==> src/rtl/filter_sp_pkg.sv <==
// Shared types and width helpers for the filter scratchpad.
package filter_sp_pkg;

   typedef enum logic [1:0] {
      IDLE   = 2'd0,
      STREAM = 2'd1,
      DONE   = 2'd2
   } state_e;

   // Index width that never collapses to zero for tiny sizes.
   function automatic int clog2_min1(input int n);
      return (n <= 2) ? 1 : $clog2(n);
   endfunction

   function automatic int eff_len_f(input int len, input int rows);
      return (len == 0 || len > rows) ? rows : len;
   endfunction

endpackage

==> src/rtl/filter_sp_bank.sv <==
// One filter bank: 1W/1R word array, cleared on reset, combinational read.
module filter_sp_bank #(
   parameter int WIDTH = 16,
   parameter int DEPTH = 12,
   parameter int AW    = 4
) (
   input  logic             clk,
   input  logic             rst,
   input  logic             we_i,
   input  logic [AW-1:0]    waddr_i,
   input  logic [WIDTH-1:0] din_i,
   input  logic [AW-1:0]    raddr_i,
   output logic [WIDTH-1:0] rdata_o
);

   logic [WIDTH-1:0] mem_q [DEPTH];

   always_ff @(posedge clk or posedge rst) begin
      if (rst) begin
         for (int i = 0; i < DEPTH; i++) mem_q[i] <= '0;
      end else if (we_i) begin
         mem_q[waddr_i] <= din_i;
      end
   end

   assign rdata_o = mem_q[raddr_i];

endmodule

==> src/rtl/filter_stream_sp.sv <==
// Multi-filter scratchpad with auto-addressed valid/ready read stream.
// Optional multi-pass streaming is enabled by defining FILTER_SP_REPEAT_EN.
//
// state  | meaning
// IDLE   | waiting for start; writes to any filter allowed
// STREAM | dout_valid high, words advancing on each handshake
// DONE   | one-cycle done pulse, then back to IDLE
module filter_stream_sp
   import filter_sp_pkg::*;
#(
   parameter  int FILTER_WIDTH = 16,
   parameter  int FILTER_ROW   = 12,
   parameter  int NUM_FILTERS  = 4,
   parameter  int REP_W        = 4,
   localparam int ADDR_W       = clog2_min1(FILTER_ROW),
   localparam int SEL_W        = clog2_min1(NUM_FILTERS),
   localparam int LEN_W        = ADDR_W + 1
) (
   input  logic                    clk,
   input  logic                    rst,
   input  logic                    wen,
   input  logic [SEL_W-1:0]        wsel,
   input  logic [ADDR_W-1:0]       waddr,
   input  logic [FILTER_WIDTH-1:0] din,
   output logic                    wr_err,
   input  logic                    start,
   input  logic [SEL_W-1:0]        rsel,
   input  logic [LEN_W-1:0]        len,
   input  logic [REP_W-1:0]        repeat_n,
   input  logic                    flush,
   output logic [FILTER_WIDTH-1:0] dout,
   output logic                    dout_valid,
   input  logic                    dout_ready,
   output logic                    dout_last,
   output logic                    busy,
   output logic                    done
);

   state_e                  state_q, state_d;
   logic [SEL_W-1:0]        sel_q, sel_d;
   logic [LEN_W-1:0]        len_q, len_d;
   logic [ADDR_W-1:0]       ptr_q, ptr_d;
   logic [FILTER_WIDTH-1:0] dout_q, dout_d;
   logic                    valid_q, valid_d;
   logic                    last_q, last_d;
   logic                    wr_err_q;

   logic [LEN_W-1:0]        eff_len;
   logic [SEL_W-1:0]        start_sel;
   logic                    wr_bad, wr_ok, ptr_wrap, final_pass;
   logic [SEL_W-1:0]        rd_sel;
   logic [ADDR_W-1:0]       rd_addr;
   logic [FILTER_WIDTH-1:0] rd_data;
   logic [FILTER_WIDTH-1:0] bank_rdata [NUM_FILTERS];

   assign eff_len   = LEN_W'(eff_len_f(int'(len), FILTER_ROW));
   assign start_sel = (int'(rsel) >= NUM_FILTERS) ? '0 : rsel;
   assign busy      = (state_q != IDLE);
   assign done      = (state_q == DONE);

   // The filter being streamed is write-locked for the whole stream.
   assign wr_bad = (int'(waddr) >= FILTER_ROW) || (int'(wsel) >= NUM_FILTERS) ||
                   (busy && (wsel == sel_q));
   assign wr_ok  = wen && !wr_bad;

   assign rd_sel  = (state_q == IDLE) ? start_sel : sel_q;
   assign rd_addr = (state_q == IDLE) ? '0 : ptr_q;
   assign rd_data = bank_rdata[rd_sel];

   for (genvar g = 0; g < NUM_FILTERS; g++) begin : g_bank
      filter_sp_bank #(
         .WIDTH (FILTER_WIDTH),
         .DEPTH (FILTER_ROW),
         .AW    (ADDR_W)
      ) u_bank (
         .clk     (clk),
         .rst     (rst),
         .we_i    (wr_ok && (wsel == SEL_W'(g))),
         .waddr_i (waddr),
         .din_i   (din),
         .raddr_i (rd_addr),
         .rdata_o (bank_rdata[g])
      );
   end

   assign ptr_wrap = ({1'b0, ptr_q} == (len_q - LEN_W'(1)));

`ifdef FILTER_SP_REPEAT_EN
   // pass_q is the pass that the word at ptr_q belongs to.
   logic [REP_W-1:0] pass_q, pass_d, rep_q, rep_d;
   assign final_pass = (pass_q == rep_q);
`else
   logic unused_repeat_n;
   assign unused_repeat_n = ^repeat_n;
   assign final_pass      = 1'b1;
`endif

   always_comb begin
      state_d = state_q;
      sel_d   = sel_q;
      len_d   = len_q;
      ptr_d   = ptr_q;
      dout_d  = dout_q;
      valid_d = valid_q;
      last_d  = last_q;
`ifdef FILTER_SP_REPEAT_EN
      pass_d  = pass_q;
      rep_d   = rep_q;
`endif
      case (state_q)
         IDLE: begin
            if (start) begin
               sel_d   = start_sel;
               len_d   = eff_len;
               dout_d  = rd_data;
               valid_d = 1'b1;
               ptr_d   = (eff_len == LEN_W'(1)) ? '0 : ADDR_W'(1);
               state_d = STREAM;
`ifdef FILTER_SP_REPEAT_EN
               rep_d   = repeat_n;
               pass_d  = (eff_len == LEN_W'(1)) ? REP_W'(1) : '0;
               last_d  = (eff_len == LEN_W'(1)) && (repeat_n == '0);
`else
               last_d  = (eff_len == LEN_W'(1));
`endif
            end
         end
         STREAM: begin
            if (valid_q && dout_ready) begin
               if (last_q) begin
                  valid_d = 1'b0;
                  last_d  = 1'b0;
                  state_d = DONE;
               end else begin
                  dout_d = rd_data;
                  last_d = ptr_wrap && final_pass;
                  ptr_d  = ptr_wrap ? '0 : ptr_q + ADDR_W'(1);
`ifdef FILTER_SP_REPEAT_EN
                  pass_d = ptr_wrap ? pass_q + REP_W'(1) : pass_q;
`endif
               end
            end
         end
         DONE:    state_d = IDLE;
         default: state_d = IDLE;
      endcase
      if (flush) begin
         state_d = IDLE;
         valid_d = 1'b0;
         last_d  = 1'b0;
      end
   end

   always_ff @(posedge clk or posedge rst) begin
      if (rst) begin
         state_q  <= IDLE;
         sel_q    <= '0;
         len_q    <= '0;
         ptr_q    <= '0;
         dout_q   <= '0;
         valid_q  <= 1'b0;
         last_q   <= 1'b0;
         wr_err_q <= 1'b0;
`ifdef FILTER_SP_REPEAT_EN
         pass_q   <= '0;
         rep_q    <= '0;
`endif
      end else begin
         state_q  <= state_d;
         sel_q    <= sel_d;
         len_q    <= len_d;
         ptr_q    <= ptr_d;
         dout_q   <= dout_d;
         valid_q  <= valid_d;
         last_q   <= last_d;
         wr_err_q <= wen && wr_bad;
`ifdef FILTER_SP_REPEAT_EN
         pass_q   <= pass_d;
         rep_q    <= rep_d;
`endif
      end
   end

   assign dout       = dout_q;
   assign dout_valid = valid_q;
   assign dout_last  = last_q;
   assign wr_err     = wr_err_q;

endmodule

==> config.mk <==
export PLATFORM = sky130hd
export DESIGN_NAME = filter_stream_sp
export DESIGN_NICKNAME = d
export VERILOG_FILES = /design/src/rtl/filter_sp_pkg.sv /design/src/rtl/filter_sp_bank.sv /design/src/rtl/filter_stream_sp.sv
export SDC_FILE = /design/constraint.sdc
export NUM_CORES = 2
export LEC_CHECK = 0
export ABC_AREA = 1
export BUFFER_PORTS_ARGS = -buffer_cell sky130_fd_sc_hd__buf_2
export CORE_MARGIN = 2
export CORE_UTILIZATION = 35
export CTS_BUF_LIST = sky130_fd_sc_hd__clkbuf_4 sky130_fd_sc_hd__clkbuf_8 sky130_fd_sc_hd__clkbuf_16
export DETAILED_ROUTE_END_ITERATION = 6
export GPL_ROUTABILITY_DRIVEN = 0
export PLACE_DENSITY = 0.55
export SYNTH_ARGS = -nofsm -noshare
export SYNTH_HDL_FRONTEND = slang
export SYNTH_SLANG_ARGS = --single-unit
==> constraint.sdc <==
create_clock -name clk -period 53.9 [get_ports clk]
set_input_delay 2.695 -clock clk [delete_from_list [all_inputs] [get_ports clk]]
set_output_delay 2.695 -clock clk [all_outputs]
set_load 0.01 [all_outputs]
==> implementation parameters <==
Parameter                              Value

Status
  Run status    complete, no violations

Critical path
  Critical path cell sequence    buf_2, inv_8, buf_4, buf_4, buf_4, buf_4
  CP max-delay cell    sky130_fd_sc_hd__buf_4
  Worst Setup SP    rst
  WP data arrival    7010 ps
  Startpoint type of the worst setup path    primary input
  Reg2reg end    dout[14]
  CP endpoint kind    async pin
  Slowest Stage Delay on Critical Path    930 ps
  Most common cell type on the critical path    sky130_fd_sc_hd__buf_4
  Bufs and invs on worst path    6
  Critical path required time    54,540 ps
  Start of the worst register-to-register path    state_q[1]
  Number of cells on the worst reg-to-reg path    13
  Critical path class    primary input to async pin
  Highest fanout seen on the critical path    107
  Setup slack of the most critical reg-to-reg path    49,420 ps
  Top Family by Delay on Critical Path    buffers and inverters

Logic synthesis
  Yosys top cell area share    50.90%
  Area share of xor/xnor cells in the synthesized design    0.1782%
  Biggest area contributors in the synthesized netlist    sky130_fd_sc_hd__dfrtp_1, sky130_fd_sc_hd__nand2_1, sky130_fd_sc_hd__nand3_1, sky130_fd_sc_hd__o21ai_0, sky130_fd_sc_hd__inv_1
  Total of flip-flops plus latches after synthesis    800
  Net Count, Synth    5,293
  Cell accounting for the most synthesized area    sky130_fd_sc_hd__dfrtp_1
  Fraction of the mapped netlist area in adder cells    0.06363%
  Post-synthesis instance total    5,252
  Most used standard cell by instance count after synthesis    sky130_fd_sc_hd__nand2_1
  Post-synthesis instance area    39,330 sq um
  Combinational family with the most area after synthesis    simple AND/OR/NAND/NOR gates
  Number of enable flip-flop cells after synthesis    0
  Fraction of synthesized area in multiplexers    0%
  Synth top cells by count    sky130_fd_sc_hd__nand2_1, sky130_fd_sc_hd__dfrtp_1, sky130_fd_sc_hd__nand3_1
  Synthesized-area fraction occupied by ao, oa, aoi and oai cells    10.57%
  Most instantiated flip-flop cell in the synthesis netlist    sky130_fd_sc_hd__dfrtp_1
  Share of flip-flops with an asynchronous set or reset after synthesis    100.0%
  Distinct cell type count after synthesis    33
  Warnings, synthesis    0
  Post-synthesis simple-gate area fraction    27.49%
  Sequential-to-total area share from yosys stat    50.90%
  Mean post-synth cell area    7.488 sq um

STA
  Minimum clock period after layout    6376 ps
  Worst relative slew slack    21.39%
  Maximum clock rate    156.8 MHz
  Hold Slack    478.1 ps
  Number of hold violations in the final report    0
  Final setup slack of the worst path    47,520 ps
  Endpoints failing setup    0
  Least-Margin Pin Slew    1176 ps
  Post-route clock period utilization    11.83%
  Worst clock skew on the final layout    25.60 ps
  Total Negative Setup Slacks    0 ps
  Setup repair after global routing missed its margin    no
  Count of pins over their slew limit    0

Clock tree
  Post-CTS clock slew at the launch and capture registers of the worst setup and hold paths    60 ps
  Total setup buffers inserted after CTS    0
  Number of clock sinks    800
  CTS Root Buffer Type    sky130_fd_sc_hd__clkbuf_16
  Insertion delay of the later-clocked pin in the worst-skew pair    680 ps
  Post-CTS Hold Buffers    0
  Maximum buffer depth of the clock tree    3
  Number of buffers created by CTS    92
  CTS H-Tree Depth    3
  Resized cells post-CTS    0
  Clock tree from TritonCTS    done

Drt
  Average detailed-routed wire length per instance    18.02 um
  Wirelength, routed    119,200 um
  DRC marker count from the first detailed-route iteration    2,940
  Final antenna-violating net count    0
  Pre-antenna DRT Iters    6
  Routed via count divided by cell count    4.880
  Vias post-DR    32.29k
  Number of remaining DRC errors    0

Global routing
  Grt met2 use    32.57%
  Global-route wire length before repair    185,100 um
  Layer with the highest usage    met2
  Met1 demand-to-capacity share in global routing    28.98%
  Met3 usage    2.935%
  Total GRT Usage    20.59%
  Largest net degree at the start of global routing    171
  Antenna violations before repair    6
  Number of global-route vias before repair    29.78k
  Global-route congestion overflow total    0

Die
  Area enclosed by the die boundary    115,100 sq um
  Std-Cell Rows    122
  Initial Util    35.39%
  Floorplan die height    339.2 um
  Die Width    339.2 um
  Number of ports placed on the die boundary    60
  Core Area    111,100 sq um

Power
  Leakage    20.71 nW
  Final total power    1.844 mW
  Max rail drop VDD    0.02347 mV
  Power per cell area    42.49 nW/um^2

Layout
  Nets    5,089
  Layout Area Growth over Synthesis    10.36%
  Fraction of layout cells with a size suffix above 1    6.946%
  Number of fill cells in the layout    11.75k
  Final design area excluding fillers    43,410 sq um

Hold path
  Worst min-delay path category    flip-flop to flip-flop
  Hold Path Depth    2
  Min-delay src    g_bank[0].u_bank.mem_q[138]
  End of the worst hold path    g_bank[0].u_bank.mem_q[138]

Place
  Placed Instance Area    40,080 sq um
  Pre-CTS WS    46,540 ps
  Count of port buffers added during placement    55
  HPWL reported at the end of detailed placement    64,680 um

Run
  Max-cap viol count    0
sequential cells by signal (all words and copies together), names as in the netlist:
name,cells
dout,16
dout_last,1
dout_valid,1
g_bank.u_bank.mem_q,768
len_q,5
ptr_q,4
sel_q,2
state_q,2
wr_err,1
routing by layer:
layer,share of wire [%],up-vias,wire (um)
met2,45,699,53490
li1,-,16020,-
met5,0.023,-,27
met1,47,15410,56010
met3,5.0,159,6003
met4,3.1,4,3685
tightest hold or removal path, cell delays in order (launching register included):
cell and delay [ps]:
sky130_fd_sc_hd__dfrtp_1 330, sky130_fd_sc_hd__nand2_1 50, sky130_fd_sc_hd__o21ai_0 60
worst max-delay path by stage:
stage / slack, ps / depth (start not counted) / end
finish: 47520 / 6 / g_bank[0].u_bank.mem_q[46]
floorplan: 28740 / 1 / dout[0]
CTS: 47250 / 6 / g_bank[1].u_bank.mem_q[44]
global route: 46810 / 6 / g_bank[1].u_bank.mem_q[12]
detailed placement: 46540 / 6 / g_bank[1].u_bank.mem_q[21]
global placement: 46520 / 6 / g_bank[1].u_bank.mem_q[21]
where the power goes:
| part | internal [mW] | switching, mW | total [mW] |
|---|---|---|---|
| Clock | 0.409 | 0.268 | 0.677 |
| Sequential | 0.676 | 0.0467 | 0.723 |
| Combinational | 0.133 | 0.311 | 0.444 |
cell families after synthesis:
family | Yosys count
xor gates and xnor gates | 8
buffers and inverters | 1029
DFF | 800
and+or+nand+nor | 2586
AOI/OAI and AO/OA | 827
adders and majority gates | 2
through the flow:
step | std cells | util [%]
after global placement | 6442 | 36.06
after floorplan | 5252 | -
after detailed placement | 6442 | 36.06
final | 6617 | 39.06
after global routing | 6615 | 39.05
after CTS | 6613 | 39.05
cell usage in the layout, fill, tap and decap left out, types with 3 or more instances in the layout:
cell | Yosys | routed
sky130_fd_sc_hd__inv_1 | 618 | 601
sky130_fd_sc_hd__inv_2 | 7 | 22
sky130_fd_sc_hd__nand2_1 | 1613 | 1612
sky130_fd_sc_hd__nand3_2 | 30 | 30
sky130_fd_sc_hd__nand3_1 | 636 | 636
sky130_fd_sc_hd__xor2_1 | 6 | 6
sky130_fd_sc_hd__buf_12 | 0 | 4
sky130_fd_sc_hd__clkinv_2 | 0 | 19
sky130_fd_sc_hd__a21oi_1 | 7 | 6
sky130_fd_sc_hd__buf_2 | 184 | 55
sky130_fd_sc_hd__clkinvlp_4 | 0 | 4
sky130_fd_sc_hd__nor2_4 | 2 | 3
sky130_fd_sc_hd__clkbuf_4 | 0 | 11
sky130_fd_sc_hd__nor2_1 | 286 | 285
sky130_fd_sc_hd__diode_2 | 0 | 4
sky130_fd_sc_hd__dfrtp_1 | 800 | 799
sky130_fd_sc_hd__o21ai_1 | 222 | 221
sky130_fd_sc_hd__clkbuf_8 | 0 | 27
sky130_fd_sc_hd__buf_4 | 16 | 46
sky130_fd_sc_hd__clkbuf_16 | 0 | 93
sky130_fd_sc_hd__bufinv_16 | 0 | 10
sky130_fd_sc_hd__nand2_4 | 10 | 12
sky130_fd_sc_hd__o21ai_0 | 591 | 591
area by class of cell:
class                      count  area, sq um  area share (%)
clock inverter                40        538.0           1.240
clock buffer                 131         2781           6.408
antenna                        4        10.01         0.02306
multi-input combinational   3423        15130           34.85
tap                         1488         1862           4.289
inverter                     626         2362           5.442
timing repair buffer         105        700.7           1.614
sequential                   800        20020           46.13
(Power assumes the default switching activity.)
